--- config.mk ---
export PLATFORM = sky130hd
export DESIGN_NAME = rmii_rx_deser
export DESIGN_NICKNAME = d
export VERILOG_FILES = /design/src/rtl/rmii_pkg.sv /design/src/rtl/rmii_dibit_sampler.sv /design/src/rtl/rmii_rx_deser.sv
export SDC_FILE = /design/constraint.sdc
export NUM_CORES = 1
export LEC_CHECK = 0
export CAP_MARGIN = 20
export CORE_MARGIN = 2
export CORE_UTILIZATION = 30
export CTS_CLUSTER_DIAMETER = 150
export DETAILED_ROUTE_END_ITERATION = 6
export PLACE_DENSITY = 0.53
export SETUP_SLACK_MARGIN = 0.15
export SYNTH_ARGS = -nofsm -noshare
export SYNTH_HDL_FRONTEND = slang
export SYNTH_SLANG_ARGS = --single-unit
--- constraint.sdc ---
create_clock -name clk -period 3.3 [get_ports clk]
set_clock_uncertainty 0.2 [all_clocks]
set_input_delay 0.495 -clock clk [delete_from_list [all_inputs] [get_ports clk]]
set_output_delay 0.495 -clock clk [all_outputs]
set_load 0.01 [all_outputs]
--- src/rtl/rmii_pkg.sv ---
// Shared types and constants for the RMII receive deserializer.
package rmii_pkg;

  typedef enum logic [1:0] {
    IDLE     = 2'd0,
    PREAMBLE = 2'd1,
    DATA     = 2'd2,
    ABORT    = 2'd3
  } rx_state_e;

  localparam logic [1:0] PRE_DIBIT = 2'b01;
  localparam logic [1:0] SFD_DIBIT = 2'b11;
  localparam int         DIV_10M   = 10;

endpackage

--- src/rtl/rmii_dibit_sampler.sv ---
// Dibit sample strobe. With RMII_RX_10M_EN defined, speed_10_i=1 strobes on the
// first data_valid-high cycle out of idle and every DIV_10M cycles after that.
module rmii_dibit_sampler
  import rmii_pkg::*;
(
  input  logic clk,
  input  logic reset,
  input  logic idle_i,
  input  logic data_valid_i,
  input  logic speed_10_i,
  output logic sample_o
);

`ifdef RMII_RX_10M_EN
  localparam int CW = $clog2(DIV_10M);

  logic [CW-1:0] div_q;

  // Idle keeps the phase at zero so the first data_valid-high cycle is a sample.
  always_ff @(posedge clk) begin
    if (reset) begin
      div_q <= '0;
    end else if (!speed_10_i) begin
      div_q <= '0;
    end else if (idle_i) begin
      div_q <= data_valid_i ? CW'(1) : '0;
    end else if (div_q == CW'(DIV_10M - 1)) begin
      div_q <= '0;
    end else begin
      div_q <= div_q + 1'b1;
    end
  end

  assign sample_o = !speed_10_i || idle_i || (div_q == '0);
`else
  logic unused_in;

  assign unused_in = ^{clk, reset, idle_i, data_valid_i, speed_10_i};
  assign sample_o  = 1'b1;
`endif

endmodule

--- src/rtl/rmii_rx_deser.sv ---
// RMII receive dibit deserializer: preamble/SFD detect, byte assembly, word packing.
// Optional 10 Mb/s sampling is built when RMII_RX_10M_EN is defined.
//
// state    | meaning
// IDLE     | waiting for data_valid
// PREAMBLE | counting 01 dibits, waiting for SFD
// DATA     | assembling bytes, packing and emitting words
// ABORT    | bad preamble or oversize frame; ignore until data_valid low
module rmii_rx_deser
  import rmii_pkg::*;
#(
  parameter int OUT_BYTES    = 1,
  parameter int MIN_PREAMBLE = 8,
  parameter int MAX_FRAME    = 1522
) (
  input  logic                   clk,
  input  logic                   reset,
  input  logic                   data_valid,
  input  logic                   rx0,
  input  logic                   rx1,
  input  logic                   speed_10,
  output logic [8*OUT_BYTES-1:0] rx_data,
  output logic [OUT_BYTES-1:0]   rx_keep,
  output logic                   rx_valid,
  output logic                   rx_sof,
  output logic                   rx_eof,
  output logic                   rx_err
);

  localparam int LW = $clog2(OUT_BYTES + 1);
  localparam int PW = $clog2(MIN_PREAMBLE + 1);
  localparam int BW = $clog2(MAX_FRAME + 1) + 1;

  rx_state_e              state_q;
  logic [PW-1:0]          pre_cnt_q;
  logic [5:0]             dib_sr_q;
  logic [1:0]             dib_cnt_q;
  logic [8*OUT_BYTES-1:0] word_q;
  logic [LW-1:0]          lane_cnt_q;
  logic [BW-1:0]          byte_cnt_q;
  logic                   first_q;

  logic [8*OUT_BYTES-1:0] rx_data_q;
  logic [OUT_BYTES-1:0]   rx_keep_q;
  logic                   rx_valid_q, rx_sof_q, rx_eof_q, rx_err_q;

  logic                   sample;
  logic [1:0]             dibit;
  logic                   dv_hi, dv_lo;
  logic [7:0]             byte_new;
  logic                   word_full;
  logic                   frame_at_max;
  logic [OUT_BYTES-1:0]   keep_cur;

  rmii_dibit_sampler u_sampler (
    .clk          (clk),
    .reset        (reset),
    .idle_i       (state_q == IDLE),
    .data_valid_i (data_valid),
    .speed_10_i   (speed_10),
    .sample_o     (sample)
  );

  assign dibit        = {rx1, rx0};
  assign dv_hi        = sample && data_valid;
  assign dv_lo        = sample && !data_valid;
  assign byte_new     = {dibit, dib_sr_q};
  assign word_full    = (lane_cnt_q == LW'(OUT_BYTES));
  assign frame_at_max = (byte_cnt_q >= BW'(MAX_FRAME));

  always_comb begin
    keep_cur = '0;
    for (int k = 0; k < OUT_BYTES; k++) begin
      keep_cur[k] = (k < int'(lane_cnt_q));
    end
  end

  always_ff @(posedge clk) begin
    if (reset) begin
      state_q    <= IDLE;
      pre_cnt_q  <= '0;
      dib_sr_q   <= '0;
      dib_cnt_q  <= '0;
      word_q     <= '0;
      lane_cnt_q <= '0;
      byte_cnt_q <= '0;
      first_q    <= 1'b0;
      rx_data_q  <= '0;
      rx_keep_q  <= '0;
      rx_valid_q <= 1'b0;
      rx_sof_q   <= 1'b0;
      rx_eof_q   <= 1'b0;
      rx_err_q   <= 1'b0;
    end else begin
      rx_data_q  <= '0;
      rx_keep_q  <= '0;
      rx_valid_q <= 1'b0;
      rx_sof_q   <= 1'b0;
      rx_eof_q   <= 1'b0;
      rx_err_q   <= 1'b0;

      case (state_q)
        IDLE: begin
          // The rising cycle's dibit already counts toward the preamble.
          if (dv_hi) begin
            state_q   <= PREAMBLE;
            pre_cnt_q <= (dibit == PRE_DIBIT) ? PW'(1) : '0;
          end
        end

        PREAMBLE: begin
          if (dv_lo) begin
            state_q <= IDLE;
          end else if (dv_hi) begin
            if (dibit == PRE_DIBIT) begin
              if (pre_cnt_q < PW'(MIN_PREAMBLE)) pre_cnt_q <= pre_cnt_q + 1'b1;
            end else if (dibit == SFD_DIBIT && pre_cnt_q >= PW'(MIN_PREAMBLE)) begin
              state_q    <= DATA;
              dib_sr_q   <= '0;
              dib_cnt_q  <= '0;
              word_q     <= '0;
              lane_cnt_q <= '0;
              byte_cnt_q <= '0;
              first_q    <= 1'b1;
            end else begin
              state_q <= ABORT;
            end
          end
        end

        DATA: begin
          if (dv_lo) begin
            rx_valid_q <= 1'b1;
            rx_data_q  <= word_q;
            rx_keep_q  <= keep_cur;
            rx_sof_q   <= first_q;
            rx_eof_q   <= 1'b1;
            rx_err_q   <= (dib_cnt_q != 2'd0) || (byte_cnt_q == '0);
            state_q    <= IDLE;
          end else if (dv_hi) begin
            if (frame_at_max) begin
              // Data beyond MAX_FRAME bytes: close the frame with an error.
              rx_valid_q <= 1'b1;
              rx_data_q  <= word_q;
              rx_keep_q  <= keep_cur;
              rx_sof_q   <= first_q;
              rx_eof_q   <= 1'b1;
              rx_err_q   <= 1'b1;
              state_q    <= ABORT;
            end else begin
              if (word_full) begin
                rx_valid_q <= 1'b1;
                rx_data_q  <= word_q;
                rx_keep_q  <= keep_cur;
                rx_sof_q   <= first_q;
                first_q    <= 1'b0;
                word_q     <= '0;
                lane_cnt_q <= '0;
              end
              dib_sr_q  <= {dibit, dib_sr_q[5:2]};
              dib_cnt_q <= dib_cnt_q + 1'b1;
              // A full word always sits on a byte boundary, so this never
              // coincides with the flush above.
              if (dib_cnt_q == 2'd3) begin
                word_q[int'(lane_cnt_q)*8 +: 8] <= byte_new;
                lane_cnt_q <= lane_cnt_q + 1'b1;
                byte_cnt_q <= byte_cnt_q + 1'b1;
              end
            end
          end
        end

        ABORT: begin
          if (dv_lo) state_q <= IDLE;
        end

        default: state_q <= IDLE;
      endcase
    end
  end

  assign rx_data  = rx_data_q;
  assign rx_keep  = rx_keep_q;
  assign rx_valid = rx_valid_q;
  assign rx_sof   = rx_sof_q;
  assign rx_eof   = rx_eof_q;
  assign rx_err   = rx_err_q;

endmodule
==> results of run 1 <==
[final timing paths]
kind	end	start	slack (ns)	depth (start not counted)
min reg2reg	rx_data[7]	word_q[7]	0.27	1
max reg2reg	word_q[7]	byte_cnt_q[0]	0.92	7
max	word_q[7]	data_valid	0.90	6
min	rx_data[7]	word_q[7]	0.27	1
[layer usage]
| layer | vias up | global-route usage | wire length [um] |
|---|---|---|---|
| li1 | 767 | - | - |
| met1 | 675 | 0.1590 | 1991 |
| met2 | 33 | 0.1734 | 1610 |
| met3 | 5 | 0.03369 | 175 |
| met4 | 0 | 0.04762 | 68 |
| met5 | - | 0 | 0 |
[kinds of logic after synthesis]
family	Yosys count	share of synthesized area
and+or+nand+nor	74	0.2153
AOI/OAI and AO/OA	58	0.2190
DFF	49	0.4879
buffers and inverters	13	0.02862
adders and majority gates	7	0.04356
muxes	1	0.005600
[layout by cell type, fill, tap and decap left out, drive strengths merged, types with 2 or more instances in the layout]
master	n
a21oi	7
nand4	3
and2	14
nand2b	7
a211oi	5
o21ai	15
nand2	10
o31ai	3
and3	2
inv	10
a41oi	3
or3	2
a31oi	3
nor4	3
ha	7
nor2	13
clkdlybuf4s50	17
a22o	15
o21a	2
clkbuf	5
nand3	8
nor2b	3
dfxtp	49
nor3	2
[layout make-up]
class,instances,area [um^2]
Fill cell,648,4075
Timing Repair Buffer,17,170.2
Multi-Input combinational cell,140,972.2
Clock buffer,5,68.82
Sequential cell,49,980.9
Inverter,9,33.78
Clock inverter,3,25.02
Tap cell,77,96.34
[registers in the layout, summed over array words and instances (netlist names)]
name and count:
byte_cnt_q 12, lane_cnt_q 1, word_q 8, dib_cnt_q 2, dib_sr_q 6, rx_sof 1, rx_err 1, pre_cnt_q 4
rx_keep 1, rx_valid 1, rx_eof 1, rx_data 8, first_q 1, state_q 2
[report_power, final]
| part | switching (mW) | internal (mW) | total (mW) |
|---|---|---|---|
| Sequential | 0.00370 | 0.594 | 0.598 |
| Combinational | 0.0265 | 0.0168 | 0.0433 |
| Clock | 0.211 | 0.153 | 0.365 |
==> impl_metrics.toml, run 1 <==
[outcome]
outcome = "finished clean"

[logic_synthesis]
synth_edf_count = 0
synth_area_leaders = "dfxtp_1 (49%), a22o_1 (6.5%), and2_1 (4.4%)"
synth_nets = 215
netlist-cell-type-count = 45
yosysSeqAreaShare = 0.4879
ys_warn_count = 0
synth-async-reset-ratio = 0
synthFlopType = "dfxtp_1"
avgSynthCellArea_um2 = 9.954
netlist_area_um2 = 2011
post-synth-top-count-cell = "dfxtp_1"
syn_inst = 202
synth_common_cells = "dfxtp_1 (49), a22o_1 (15), and2_1 (14)"
synth_top_cell_area_share = 0.4879
yosys.area.top_type = "dfxtp_1"
ys_seq_elements = 49

[placement]
place.port_buffers = 17
dpl.hpwl_mm = 2.701
gp_congestion = 0.7664
place_area_um2 = 2253
pre_cts_ws_ns = 0.5633
placed_cells = 292

[clock_network]
cts_buffer_depth = 2
htree_levels = 2
ctsResizeCount = 0
cts_sinks = 49
cts_tree = "yes"
post_cts_buffers = 0
clk_pin_slew_worst_paths_ns = 0.10
numCtsBuffers = 5
postCtsHoldBufs = 0
cts_root_buf = "clkbuf_8"
clk_latency_ns = 0.30

[final_layout]
layout.nets = 235
area_delta_synth_final_pct = 16.74
fin_util = 0.3655
final_cell_area_um2 = 2347
drive_gt1_frac = 0.08072
fin_cells = 300
antenna_cells = 0

[timing]
hold-worst-slack_ns = 0.2658
min_period_over_period = 0.7264
fmax_mhz = 417.2
setup_viol = 0
fin_tns_setup_ns = 0
slew_headroom = 0.6344
maxSlewViolCount = 0
worst_slew_pin_slew_ns = 0.5443
fin_crit_ns = 2.397
rsz0062_at_grt = "no"
finalHoldViolations = 0
fin_ws_ns = 0.9028

[critical_path]
max_stage_delay_ns = 0.55
start_kind = "input port"
crit_fanout = 9
criticalPathCategory = "input port to register"
cp_data_required_time_ns = 3.35
path_delay_family = "simple AND/OR/NAND/NOR gates"
slowest_stage = "nor4_4"
crit_buf_inv = 2
end_kind = "register"
crit_arrival_ns = 2.45
crit_chain = "clkdlybuf4s50_1 > inv_1 > a211oi_4 > nand2_4 > nor4_4 > a22o_1"

[detailed_routing]
vias = 1480
drc = 0
firstDrtPassIters = 6
wl_per_cell_um = 12.82
drt-initial-drc-count = 76
wl_mm = 3.845
vias_per_cell = 4.933
ant_nets = 0

[floorplan]
start_util = 0.3131
die_area_um2 = 7373
rows = 29
die_x_um = 85.87
die_y_um = 85.87
io_pins = 19
core_region_area_um2 = 6422

[global_routing]
antenna_found_initial = 0
grt_max_degree = 18
grt.overflow.total = 0
grt_use_total = 0.1168
grt_pass1_vias = 1385
grt_first_pass_wirelength_mm = 6.837

[flow_run]
max_cap_viol_count = 0

[pwr]
power_mw = 1.005
vdd_ir_drop_max_mv = 0.1462
power_leakage_nw = 0.8288
p_per_area_nw_per_um2 = 428.3

[min_path]
hp-class = "register to register"
No activity file was read; power rests on OpenSTA's default activity.
==> run 2, diff against run 1 <==
- PLACE_DENSITY: 0.53 -> 0.55
- clock period: 3.3 -> 2.2 ns (I/O delays scaled with it)
==> run 2 against run 1 <==
  * The flow now finishes with violations (DRC)
  * Flip-flop and latch count unchanged
  * Via count grew 9.1%
  * Worst setup slack worse by 0.67 ns
  * Cell count rose by 11%
  * Highest routed layer unchanged
  * Register-to-register slack got worse by 0.69 ns
  * Largest cell class is now multi-input combinational cells
  * Clock power is 52% higher
  * Power is 53% higher
  * Largest power group unchanged
  * Clock-buffer cell count unchanged
  * Utilization rose by 5.4 points
  * Critical path depth grew 1
  * Sequential power grew 50%
==> impl_metrics.toml, run 2 (synthesis results as in run 1) <==
[outcome]
outcome = "complete, but fails checks"
failed_checks = "DRC"

[final_layout]
layout_common_cells = "dfxtp_1 (44), buf_4 (33), clkdlybuf4s50_1 (17), a22o_1 (15), and2_1 (14)"
multi_input_area_um2 = 1059
top_register = "byte_cnt_q"
layout.nets = 268
antenna_cells = 0
drive_gt1_frac = 0.2578
fillers = 632
final_common_cell = "dfxtp_1"
area_delta_synth_final_pct = 33.85
largest_reg_flops = 12
seqCellArea_um2 = 989.7

[placement]
gp_congestion = 0.7670
dpl.hpwl_mm = 3.062
place.port_buffers = 17

[global_routing]
grt_max_degree = 18
grt_pass1_vias = 1554
grt_first_pass_wirelength_mm = 7.383
antenna_found_initial = 0
grt_use_total = 0.1256
grt.overflow.total = 0

[pwr]
power_leakage_nw = 1.037
vdd_ir_drop_max_mv = 0.2458
p_per_area_nw_per_um2 = 572.8

[critical_path]
crit_arrival_ns = 1.97
start_kind = "register"
criticalPathCategory = "register to register"
end_kind = "register"
crit_fanout = 8
cp_data_required_time_ns = 2.20

[floorplan]
die_area_um2 = 7373
start_util = 0.3131
core_region_area_um2 = 6422
die_y_um = 85.87
die_x_um = 85.87
rows = 29
io_pins = 19

[clock_network]
cts_buffer_depth = 2
postCtsHoldBufs = 0
clk_latency_ns = 0.30
clk_pin_slew_worst_paths_ns = 0.10
cts_sinks = 49
numCtsBuffers = 5
cts_root_buf = "clkbuf_8"
cts_tree = "yes"
htree_levels = 2

[detailed_routing]
firstDrtPassIters = 6
vias = 1615
drt-initial-drc-count = 92
vias_per_cell = 4.850
drc = 2
wl_mm = 4.235
ant_nets = 0
wl_per_cell_um = 12.72

[min_path]
hp-class = "register to register"

[timing]
finalHoldViolations = 0
fin_tns_setup_ns = 0
slew_headroom = 0.6872
setup_viol = 0
fin_crit_ns = 1.972
rsz0062_at_grt = "yes"
worst_slew_pin_slew_ns = 0.4683
maxSlewViolCount = 0
fmax_mhz = 507.1
hold-worst-slack_ns = 0.2640
min_period_over_period = 0.8963

[flow_run]
max_cap_viol_count = 0
## run 2: cell count changes in the layout (fill, tap and decap cells not counted), sizes merged
cell	change
clkinv	-1
buf	+33
clkinvlp	+1
## run 2: timing repair
item | CTS | global route
hold endpoints to repair | 0 | 0
setup endpoints to repair | 36 | 40
pin swaps | 12 | 8
resized for setup | 8 | 16
setup buffers | 3 | 3
## run 2: worst paths after layout
path / start / endpoint / slack (ns) / cells after the start
setup / recovery: byte_cnt_q[1] / dib_sr_q[0] / 0.23 / 7
hold / removal: word_q[1] / rx_data[1] / 0.26 / 1
setup reg to reg: byte_cnt_q[1] / dib_sr_q[0] / 0.23 / 7
hold reg to reg: word_q[1] / rx_data[1] / 0.26 / 1
## run 2: final cells by class
| class | count | share of cell area |
|---|---|---|
| clock buffer | 5 | 0.02557 |
| clock inverter | 3 | 0.009763 |
| inverter | 9 | 0.01255 |
| multi-input combinational | 140 | 0.3933 |
| sequential | 49 | 0.3677 |
| tap | 77 | 0.03580 |
| timing repair buffer | 50 | 0.1553 |
## run 2: critical path, stage by stage (launching register included)
cell and delay (ns):
dfxtp_4 0.40, ha_4 0.14, o41ai_4 0.06, or3_4 0.39, buf_4 0.16, and3_4 0.19, buf_4 0.16, a22o_1 0.17
## run 2: stage by stage
stage                     setup WS [ns]  std cells  instance area [um^2]    util  power, mW
after global placement          -0.1226        319                  2456  0.3824      1.001
after global routing             0.1031        333                  2691  0.4191      1.610
after CTS                        0.1082        330                  2604  0.4054      1.554
final                            0.2281        333                  2691  0.4191      1.542
after detailed placement        -0.1556        319                  2456  0.3824      1.002
after floorplan                  0.1631        202                  2011       -     0.9598
## run 2: metal layers
metal,GRT usage,vias up,routed length [um]
li1,-,840,-
met1,0.1677,743,2086
met2,0.2008,27,1934
met3,0.02406,5,137
met4,0.04762,0,76
met5,0,-,0
## run 2: where the power goes
| group | total, mW | internal, mW | switching (mW) |
|---|---|---|---|
| clock network | 0.554 | 0.232 | 0.322 |
| logic | 0.0926 | 0.0455 | 0.0471 |
| registers | 0.895 | 0.889 | 0.00548 |
==> run 3, diff against run 2 <==
- DONT_BUFFER_PORTS: unset -> 1
- PLACE_DENSITY: 0.55 -> 0.51
==> run 3 against run 2 <==
  * The run now ends clean
  * Routed wire length fell by 0.78%
  * Die area did not move
  * Largest power group unchanged
  * Fmax rose by 0.15%
  * Non-clock buffer count fell by 30
  * Sequential power barely moved
  * Power fell by 0.71%
  * Cell area fell by 11%
  * Worst hold slack got worse by 0.25 ns
  * Clock-buffer cell count did not move
  * Largest cell class unchanged
==> impl_metrics.toml, run 3 (synthesis results as in run 1) <==
[flow_run]
max_cap_viol_count = 0

[global_routing]
grt.overflow.total = 0
grt_max_degree = 18
grt_first_pass_wirelength_mm = 7.314
antenna_found_initial = 0
grt_pass1_vias = 1526
grt_use_total = 0.1250

[final_layout]
area_delta_synth_final_pct = 19.10
largest_reg_flops = 12
antenna_cells = 0
layout.nets = 238
layout_common_cells = "dfxtp_1 (45), a22o_1 (15), buf_4 (15), and2_1 (14), nor2_1 (13)"
final_common_cell = "dfxtp_1"
drive_gt1_frac = 0.1903
top_register = "byte_cnt_q"
fin_cells = 303

[min_path]
hp-class = "input port to register"
hold_path_depth = 2

[timing]
fin_tns_setup_ns = 0
finalHoldViolations = 0
rsz0062_at_grt = "yes"
setup_viol = 0
fmax_mhz = 507.9
maxSlewViolCount = 0
min_period_over_period = 0.8950
fin_crit_ns = 1.969
slew_headroom = 0.7038
worst_slew_pin_slew_ns = 0.4428

[clock_network]
cts_sinks = 49
cts_buffer_depth = 2
clk_pin_slew_worst_paths_ns = 0.10
clk_latency_ns = 0.31
numCtsBuffers = 5
htree_levels = 2
cts_root_buf = "clkbuf_8"
cts_tree = "yes"

[critical_path]
crit_cells = 7
cp_data_required_time_ns = 2.20
crit_buf_inv = 2
crit_chain = "ha_4 > o41ai_2 > or3_4 > buf_4 > and3_4 > buf_12 > a22o_1"
slowest_stage = "dfxtp_2"
max_stage_delay_ns = 0.40
path_delay_family = "simple AND/OR/NAND/NOR gates"
reg2reg_depth = 7
crit_fanout = 9
criticalPathCategory = "register to register"
crit_arrival_ns = 1.97
end_kind = "register"
start_kind = "register"

[placement]
gp_congestion = 0.7692
place.port_buffers = 0
dpl.hpwl_mm = 2.889
placed_cells = 287

[floorplan]
start_util = 0.3131
io_pins = 19
die_area_um2 = 7373
die_x_um = 85.87
rows = 29
die_y_um = 85.87
core_region_area_um2 = 6422

[detailed_routing]
drc = 0
vias = 1544
drt-initial-drc-count = 96
wl_per_cell_um = 13.87
wl_mm = 4.202
ant_nets = 0
firstDrtPassIters = 6
vias_per_cell = 5.096

[pwr]
vdd_ir_drop_max_mv = 0.2434
p_per_area_nw_per_um2 = 639.2
power_leakage_nw = 0.8845

[outcome]
outcome = "finished clean"
==> run 3: timing repair <==
item | 4_1_cts | 5_1_grt
setup endpoints to repair | 30 | 24
pin swaps | 10 | 3
hold buffers | 4 | 0
gates resized for setup | 5 | 7
hold endpoints to repair | 12 | 0
setup buffers | 2 | 2
==> run 3: power breakdown <==
group	internal, mW	leakage, nW	switching, mW	total, mW
clock network	0.232	0.0452	0.331	0.563
logic	0.0310	0.442	0.0398	0.0708
registers	0.891	0.397	0.00605	0.897
total	1.15	0.884	0.377	1.53
==> run 3: metal layers <==
layer	vias to the layer above	track usage	routed length, um
met4	0	0.04618	66
met2	19	0.1931	1884
met1	734	0.1680	2151
li1	785	-	-
met3	6	0.03176	99
met5	-	0	0
==> run 3: stage by stage <==
stage          power, mW  utilization  worst slack [ns]  area (um^2)  hold WS [ns]
6_report           1.531       0.3729            0.2310         2395       0.01348
5_1_grt            1.601       0.3729            0.1370         2395       0.01664
4_1_cts            1.551       0.3653            0.1467         2346      0.002661
3_5_place_dp      0.9767       0.3384         -0.005022         2173        0.2066
3_3_place_gp      0.9769       0.3384         -0.004093         2173        0.2042
2_1_floorplan     0.9598            -            0.1631         2011        0.2302
==> run 3: worst paths after layout <==
kind	end	slack, ns	start
max	dib_sr_q[2]	0.23	byte_cnt_q[1]
min	state_q[1]	0.01	reset
max reg2reg	dib_sr_q[2]	0.23	byte_cnt_q[1]
min reg2reg	rx_data[0]	0.27	word_q[0]
==> run 3: layout make-up <==
type	count	area, um^2
Fill cell	647	4028
Inverter	9	33.78
Timing Repair Buffer	20	172.7
Clock buffer	5	68.82
Tap cell	77	96.34
Multi-Input combinational cell	140	1012
Sequential cell	49	985.9
Clock inverter	3	25.02
